File: config.mk
export PLATFORM = sky130hd
export DESIGN_NAME = led_fader
export DESIGN_NICKNAME = d
export VERILOG_FILES = /design/src/rtl/led_fader.sv
export SDC_FILE = /design/constraint.sdc
export NUM_CORES = 1
export LEC_CHECK = 0
export ABC_AREA = 1
export CAP_MARGIN = 20
export CORE_MARGIN = 5
export CORE_UTILIZATION = 60
export DETAILED_ROUTE_END_ITERATION = 8
export HOLD_SLACK_MARGIN = 0.02
export PLACE_DENSITY = 0.85
export SYNTH_ARGS = -nofsm -noshare
export SYNTH_HDL_FRONTEND = slang
export SYNTH_SLANG_ARGS = --single-unit
File: constraint.sdc
create_clock -name clk -period 3.81 [get_ports clk]
set_clock_uncertainty 0.2 [all_clocks]
set_input_delay 0.381 -clock clk [delete_from_list [all_inputs] [get_ports clk]]
set_output_delay 0.381 -clock clk [all_outputs]
set_load 0.005 [all_outputs]
File: src/rtl/led_fader.sv
// PWM LED fader: ramps per-channel brightness toward the requested on/off level.
// Build option: define LED_FADER_INVERT_EN for active-low LED pins.
module led_fader #(
    parameter int NUM_LED  = 2,
    parameter int PWM_BITS = 8,
    parameter int STEP_DIV = 94_118
) (
    input  logic                         clk,
    input  logic                         reset,
    input  logic [NUM_LED-1:0]           led_req,
    output logic [NUM_LED-1:0]           led_pwm,
    output logic [NUM_LED*PWM_BITS-1:0]  level,
    output logic [NUM_LED-1:0]           busy
);

    localparam int SW = $clog2(STEP_DIV);
    localparam logic [PWM_BITS-1:0] MAX = '1;
    localparam logic [SW-1:0] STEP_LAST = SW'(STEP_DIV - 1);
`ifdef LED_FADER_INVERT_EN
    localparam logic PWM_INV = 1'b1;
`else
    localparam logic PWM_INV = 1'b0;
`endif

    typedef enum logic [1:0] {
        OFF  = 2'd0,
        RISE = 2'd1,
        ON   = 2'd2,
        FALL = 2'd3
    } state_t;

    logic [PWM_BITS-1:0] pwm_cnt_q;
    logic [SW-1:0]       step_q;
    logic                step_tick;

    state_t              state_q [NUM_LED];
    state_t              state_d [NUM_LED];
    logic [PWM_BITS-1:0] lvl_q   [NUM_LED];
    logic [PWM_BITS-1:0] lvl_d   [NUM_LED];
    logic [NUM_LED-1:0]  busy_q;
    logic [NUM_LED-1:0]  pwm_q;

    assign step_tick = (step_q == STEP_LAST);

    // Level moves with the current state; a request change beats ramp completion.
    always_comb begin
        for (int i = 0; i < NUM_LED; i++) begin
            lvl_d[i]   = lvl_q[i];
            state_d[i] = state_q[i];
            if (step_tick && state_q[i] == RISE && lvl_q[i] != MAX)
                lvl_d[i] = lvl_q[i] + 1'b1;
            if (step_tick && state_q[i] == FALL && lvl_q[i] != '0)
                lvl_d[i] = lvl_q[i] - 1'b1;
            unique case (state_q[i])
                OFF: begin
                    if (led_req[i])
                        state_d[i] = RISE;
                end
                RISE: begin
                    if (!led_req[i])
                        state_d[i] = FALL;
                    else if (lvl_d[i] == MAX)
                        state_d[i] = ON;
                end
                ON: begin
                    if (!led_req[i])
                        state_d[i] = FALL;
                end
                FALL: begin
                    if (led_req[i])
                        state_d[i] = RISE;
                    else if (lvl_d[i] == '0)
                        state_d[i] = OFF;
                end
                default: state_d[i] = OFF;
            endcase
        end
    end

    always_ff @(posedge clk) begin
        if (reset) begin
            pwm_cnt_q <= '0;
            step_q    <= '0;
            busy_q    <= '0;
            pwm_q     <= {NUM_LED{PWM_INV}};
            for (int i = 0; i < NUM_LED; i++) begin
                state_q[i] <= OFF;
                lvl_q[i]   <= '0;
            end
        end else begin
            pwm_cnt_q <= pwm_cnt_q + 1'b1;
            step_q    <= step_tick ? '0 : step_q + SW'(1);
            for (int i = 0; i < NUM_LED; i++) begin
                state_q[i] <= state_d[i];
                lvl_q[i]   <= lvl_d[i];
                busy_q[i]  <= (state_d[i] == RISE) || (state_d[i] == FALL);
                // Full scale is forced to 100% duty instead of MAX/2**PWM_BITS.
                pwm_q[i]   <= PWM_INV ^ ((lvl_q[i] == MAX) || (pwm_cnt_q < lvl_q[i]));
            end
        end
    end

    always_comb begin
        level = '0;
        for (int i = 0; i < NUM_LED; i++)
            level[i*PWM_BITS +: PWM_BITS] = lvl_q[i];
    end

    assign led_pwm = pwm_q;
    assign busy    = busy_q;

endmodule

==> metrics.yaml, run 1 <==
floorplanning:
  die_w_um: 86.32
  initial_utilization_pct: 62.69
  core_area_mm2: 0.005574
  rows: 27
  pin_count: 24
  die_area_mm2: 0.007450
  die_h_um: 86.32
global_routing:
  track_usage_pct: 23.66
  antenna_found_initial: 0
  grt_pass1_vias: 3273
  grt_max_degree: 27
  overflow: 0
  grt_pass1_wl_um: 14460
sta:
  period_needed_ps: 2842
  max_slew_margin_pct: 59.22
  fin_crit_sh_pct: 74.58
  rsz0062_at_grt: "false"
  setup_violations: 0
  max_slew.worst_pin.slew_ps: 611.0
  finalSetupTns_ps: 0
  report.final.slew_viol_count: 0
  max_freq_ghz: 0.3519
  hold_viol_final: 0
route:
  avgViaCountPerCell: 5.409
  drt_first_iter_violations: 237
  drc: 0
  antenna_left: 0
  dr_wl_met3_um: 444
  wirelength_um: 8303
  drt-met1-wl_um: 3665
  top_layer_used: "met4"
  num_vias: 3462
  first_pass_iters: 5
  detail_route.wl_per_cell_um: 12.97
  dr_wl_met2_um: 4047
layout:
  multi_input_area_mm2: 0.002168
  fillers: 510
  regArea_um2: 960.9
  final_nets: 595
  antenna_cells: 0
  final_layout_size_suffix_gt1_share_pct: 7.218
  area_growth_pct: 11.10
clocking:
  cts_buffers: 5
  cts_tree: "built"
  htree_levels: 2
  clockBufferDepth: 2
  clock-root-buffer: "clkbuf_8"
  worstSkewPairLatency_ps: 310
  cts_resized: 0
  clock-sinks: 48
  cts_setup_buffers: 0
  cts.reportedPaths.clkPinSlew_ps: 100
  holdBufCountCts: 0
power:
  p_comb_share_pct: 8.2
  power_density_mw_per_mm2: 269.3
  intPower_uw: 808.2
  clock_power_share_pct: 41.4
  p_sw_uw: 237.3
  peakVddDrop_uv: 194.5
  seqPwrFrac_pct: 50.4
  swShare_pct: 22.70
  p_leak_uw: 0.001957
  total_power_uw: 1046
critical_path:
  path_cells: "ha_1, nand2_1, nor2_1, nand2_1, nor2_2, nand2_1, nand2_4, xor2_2, nand2_1, nor2_2, nand3_1, nand2_1, nand2_1, a21oi_1"
  crit_fanout: 11
  r2r_setup_slack_ps: 970
  cp_top_family: "simple AND/OR/NAND/NOR gates"
  critPathRequiredTime_ps: 3850
  cp_num_buf_inv: 0
  startpoint_type: "flip-flop"
  end_kind: "flip-flop"
  critPathKind: "flip-flop to flip-flop"
  cpMaxStageDelayCell: "nor2_2"
  cp_slowest_stage_delay_ps: 480
  critPathArrivalTime_ps: 2880
  crit_path_frequent_cell: "nand2_1"
run_status:
  status: "finished, final reports clean"
logic_synthesis:
  ys_seq_area_share_pct: 27.50
  synth_area_leader_cell: "dfxtp_1"
  synth_top_area_share_pct: 27.50
  yosysUniqueCellTypes: 35
  ys_seq_elements: 48
  synth_edf_count: 0
  syn_inst: 547
  syn-num-nets: 574
  ys_warn_count: 0
  async_reset_ff_share_pct: 0
  synth_ff_type: "dfxtp_1"
  ys_top_cells_by_area: "dfxtp_1 27%, nand2_1 15%, nor2_1 9.1%, inv_1 8.4%, ha_1 8.2%"
  syn_area_mm2: 0.003495
  syn_avg_cell_area_um2: 6.389
placement:
  routabilityCongestion: 0.9567
  dp.final_hpwl_um: 6408
  port_buffers: 23
run:
  drv_cap: 0
worst_hold_path:
  worstHoldPathType: "flip-flop to flip-flop"
[worst paths after layout]
| check | from | end | depth (start not counted) |
|---|---|---|---|
| setup reg to reg | step_q[0] | state_q[0][3] | 14 |
| setup / recovery | step_q[0] | state_q[0][3] | 14 |
| hold / removal | pwm_cnt_q[0] | pwm_cnt_q[0] | 1 |
| hold reg to reg | pwm_cnt_q[0] | pwm_cnt_q[0] | 1 |
[power groups by stage]
stage | Combinational, µW | Sequential, µW | Clock, µW
6_report | 86.0 | 527 | 433
2_1_floorplan | 58.9 | 535 | 0
4_1_cts | 86.1 | 526 | 440
3_5_place_dp | 85.4 | 538 | 0
3_3_place_gp | 81.9 | 537 | 0
5_1_grt | 98.7 | 528 | 468
[cell families after synthesis]
family | count (synthesis) | share of synthesized area (%)
fa+ha+maj | 23 | 8.235
xor+xnor | 17 | 4.476
buf+inv | 89 | 10.45
simple gates | 318 | 40.53
compound gates | 52 | 8.808
flops | 48 | 27.50
[cell usage after synthesis, types with 2 or more instances]
cell type  instances
nand2_1          137
nor2_1            85
inv_1             78
dfxtp_1           48
nand3_1           43
a21oi_1           27
ha_1              23
nand4_1           16
xor2_1            15
o21ai_0           10
nand2_2            9
nor2_2             9
nor3_1             6
a21oi_2            4
clkbuf_1           4
o211ai_1           4
buf_6              3
nand2_4            3
a21boi_0           2
buf_4              2
nand3_2            2
nand3b_1           2
nor2_4             2
nor3b_1            2
[state kept, by name, indices dropped and copies added, names as in the netlist]
register,flops
step_q,17
busy,1
led_pwm,2
lvl_q,16
pwm_cnt_q,8
state_q,4
[per-stage QoR]
step	setup slack, ps	area, µm²	hold slack (ps)	cells	util, %
floorplan	1586	3495	230.0	547	-
detailed placement	1106	3754	257.7	633	67.34
global route	766.2	3882	310.1	640	69.65
CTS	1041	3882	280.1	640	69.65
finish	968.5	3882	280.2	640	69.65
global placement	1188	3754	242.6	633	67.34
[per-layer routing]
metal,track usage [%],up-vias
li1,-,1779
met2,41.21,104
met4,8.074,0
met5,0,-
met1,29.73,1561
met3,3.612,18
[layout make-up]
type | count | share of cell area (%)
sequential | 48 | 24.75
multi-input combinational | 410 | 55.85
timing repair buffer | 24 | 6.123
inverter | 79 | 7.638
tap | 72 | 2.320
clock buffer | 5 | 1.772
clock inverter | 2 | 1.547
[placed cells by master (no fill, tap or decap), types with 2 or more instances in the layout]
master	netlist	layout
clkbuf_8	0	5
clkdlybuf4s50_1	0	23
ha_1	23	23
nor3b_1	2	2
nand3_2	2	2
nor3_1	6	6
inv_1	78	78
bufinv_16	0	2
nand3b_1	2	2
nor2_4	2	2
nand2_1	137	137
xor2_1	15	15
nor2_1	85	85
o211ai_1	4	4
nand2_2	9	9
nor2_2	9	9
dfxtp_1	48	48
nand4_1	16	16
nand3_1	43	43
a21oi_1	27	27
o21ai_0	10	10
a21boi_0	2	2
a21oi_2	4	4
nand2_4	3	3
Note: power is estimated with default switching activity, not from simulation.
==> run 2: changes to the inputs <==
==> constraint.sdc (replaced) <==
create_clock -name clk -period 2.65 [get_ports clk]
set_clock_uncertainty 0.2 [all_clocks]
set_input_delay 0.265 -clock clk [delete_from_list [all_inputs] [get_ports clk]]
set_output_delay 0.265 -clock clk [all_outputs]
set_load 0.005 [all_outputs]
==> metrics.yaml, run 2 (synthesis results as in run 1) <==
worst_hold_path:
  worstHoldPathType: "flip-flop to flip-flop"
  min-delay-start: "step_q[0]"
route:
  avgViaCountPerCell: 5.265
  detail_route.wl_per_cell_um: 13.29
  drt_first_iter_violations: 286
  drc: 0
  antenna_left: 0
  wirelength_um: 8676
  num_vias: 3438
  first_pass_iters: 5
layout:
  mostFrequentLayoutCells: "137 x nand2_1, 82 x nor2_1, 78 x inv_1"
  final_nets: 607
  antenna_cells: 0
  largest_register_ffs: 17
  final_common_cell: "nand2_1"
  final_layout_size_suffix_gt1_share_pct: 10.33
  final_cells: 653
  area_growth_pct: 13.46
  reg_top3: "step_q x17, lvl_q x16, pwm_cnt_q x8"
  top_register: "step_q"
clocking:
  worstSkewPairLatency_ps: 310
  cts.reportedPaths.clkPinSlew_ps: 100
  clockBufferDepth: 2
  clock-sinks: 48
  clock-root-buffer: "clkbuf_8"
  cts_buffers: 5
  cts_tree: "built"
  htree_levels: 2
  holdBufCountCts: 0
global_routing:
  overflow: 0
  track_usage_pct: 24.43
  top_usage_layer: "met2"
  grt_pass1_wl_um: 14760
  use_met3_pct: 4.373
  antenna_found_initial: 0
  grtUsageMet2_pct: 41.35
  grt_pass1_vias: 3249
  grt_max_degree: 26
  grtUsageMet1_pct: 31.22
placement:
  dp.final_hpwl_um: 6791
  dpl.cell_count: 641
  port_buffers: 23
  routabilityCongestion: 1.087
floorplanning:
  core_area_mm2: 0.005574
  initial_utilization_pct: 62.69
  die_h_um: 86.32
  rows: 27
  pin_count: 24
  die_w_um: 86.32
  die_area_mm2: 0.007450
critical_path:
  cp_slowest_stage_delay_ps: 380
  end_kind: "flip-flop"
  cpMaxStageDelayCell: "dfxtp_4"
  startpoint_type: "flip-flop"
  crit_path_frequent_cell: "nand2_1"
  r2r_setup_slack_ps: 190
  critPathKind: "flip-flop to flip-flop"
  cp_num_buf_inv: 1
  critPathArrivalTime_ps: 2440
  path_cells: "ha_1, nand2_1, nor2_1, a21oi_4, nand2_4, nand2_1, nand2_1, nand2_1, nand2_1, inv_1, nand2_1, nor2_2, nand2_1, a21oi_1, a21oi_1"
  critPathRequiredTime_ps: 2640
  crit_fanout: 8
  crit_start: "lvl_q[0][8]"
  reg2reg_from: "lvl_q[0][8]"
  cp_top_family: "simple AND/OR/NAND/NOR gates"
run:
  drv_cap: 0
run_status:
  status: "finished, final reports clean"
sta:
  max_slew_margin_pct: 67.88
  holdWs_ps: 257.2
  max_freq_ghz: 0.4073
  fin_crit_sh_pct: 92.66
  rsz0062_at_grt: "false"
  finalSetupTns_ps: 0
  period_needed_ps: 2455
  hold_viol_final: 0
  report.final.slew_viol_count: 0
  setup_violations: 0
  max_slew.worst_pin.slew_ps: 480.1
power:
  power_density_mw_per_mm2: 338.2
  peakVddDrop_uv: 223.6
  p_leak_uw: 0.002020
run 2: cell types whose count changed in the layout (fill, tap and decap cells not counted), moves of 2 or more:
cell	previous run	this run
bufinv_16	2	0
nor2_1	85	82
nor2_2	9	11
dfxtp_1	48	46
buf_4	1	12
run 2: cell type report:
class / instances / area, µm²
clock inverter: 3 / 22.52
sequential: 48 / 965.9
tap: 72 / 90.09
inverter: 79 / 296.5
fill: 489 / 1609
clock buffer: 5 / 68.82
timing repair buffer: 36 / 331.6
multi-input combinational: 410 / 2190
run 2: final timing paths:
path | to | cells past startpoint
min | step_q[0] | 1
max | state_q[0][3] | 15
max reg2reg | state_q[0][3] | 15
min reg2reg | step_q[0] | 1
run 2: per-layer routing:
layer  part of all wire (%)  up-vias
li1                       -     1796
met2                     47       88
met3                    5.5       12
met5                      0        -
met4                    1.6        0
met1                     46     1542
run 2: per-stage QoR:
stage | util [%] | setup slack, ps | power, µW | area [µm²]
floorplan | - | 425.9 | 854.3 | 3495
CTS | 70.06 | 46.96 | 1358 | 3905
global route | 71.13 | 1.175 | 1413 | 3965
global placement | 68.42 | 106.4 | 891.5 | 3814
finish | 71.13 | 194.5 | 1341 | 3965
detailed placement | 68.42 | 79.41 | 896.5 | 3814
run 2: what timing repair did:
action                                  in CTS  in global routing
gates resized for setup                      0                 10
endpoints found under the setup margin       0                  5
hold endpoints to repair                     0                  0
setup buffers                                0                  4
run 2: power breakdown:
part	switching (µW)	internal (µW)	leakage [µW]
logic	76.5	53.6	0.00158
clock network	266	190	0.0000485
registers	17.0	739	0.000390
run 2: worst reg2reg max path: cells and delay by family, from the launching register on:
kind | cells | cell delay [ps]
and+or+nand+nor | 10 | 890
AOI/OAI and AO/OA | 3 | 550
DFF | 1 | 380
adders and majority gates | 1 | 230
buffers and inverters | 1 | 100
==> run 3: changes to the inputs <==
--- a/config.mk
+++ b/config.mk
@@ -9,6 +9,7 @@
 export CAP_MARGIN = 20
 export CORE_MARGIN = 5
 export CORE_UTILIZATION = 60
+export CTS_CLUSTER_DIAMETER = 60
 export DETAILED_ROUTE_END_ITERATION = 8
 export HOLD_SLACK_MARGIN = 0.02
 export PLACE_DENSITY = 0.85
==> results of run 3 <==
No change in the layout: final DEF, timing and power equal those of run 2.
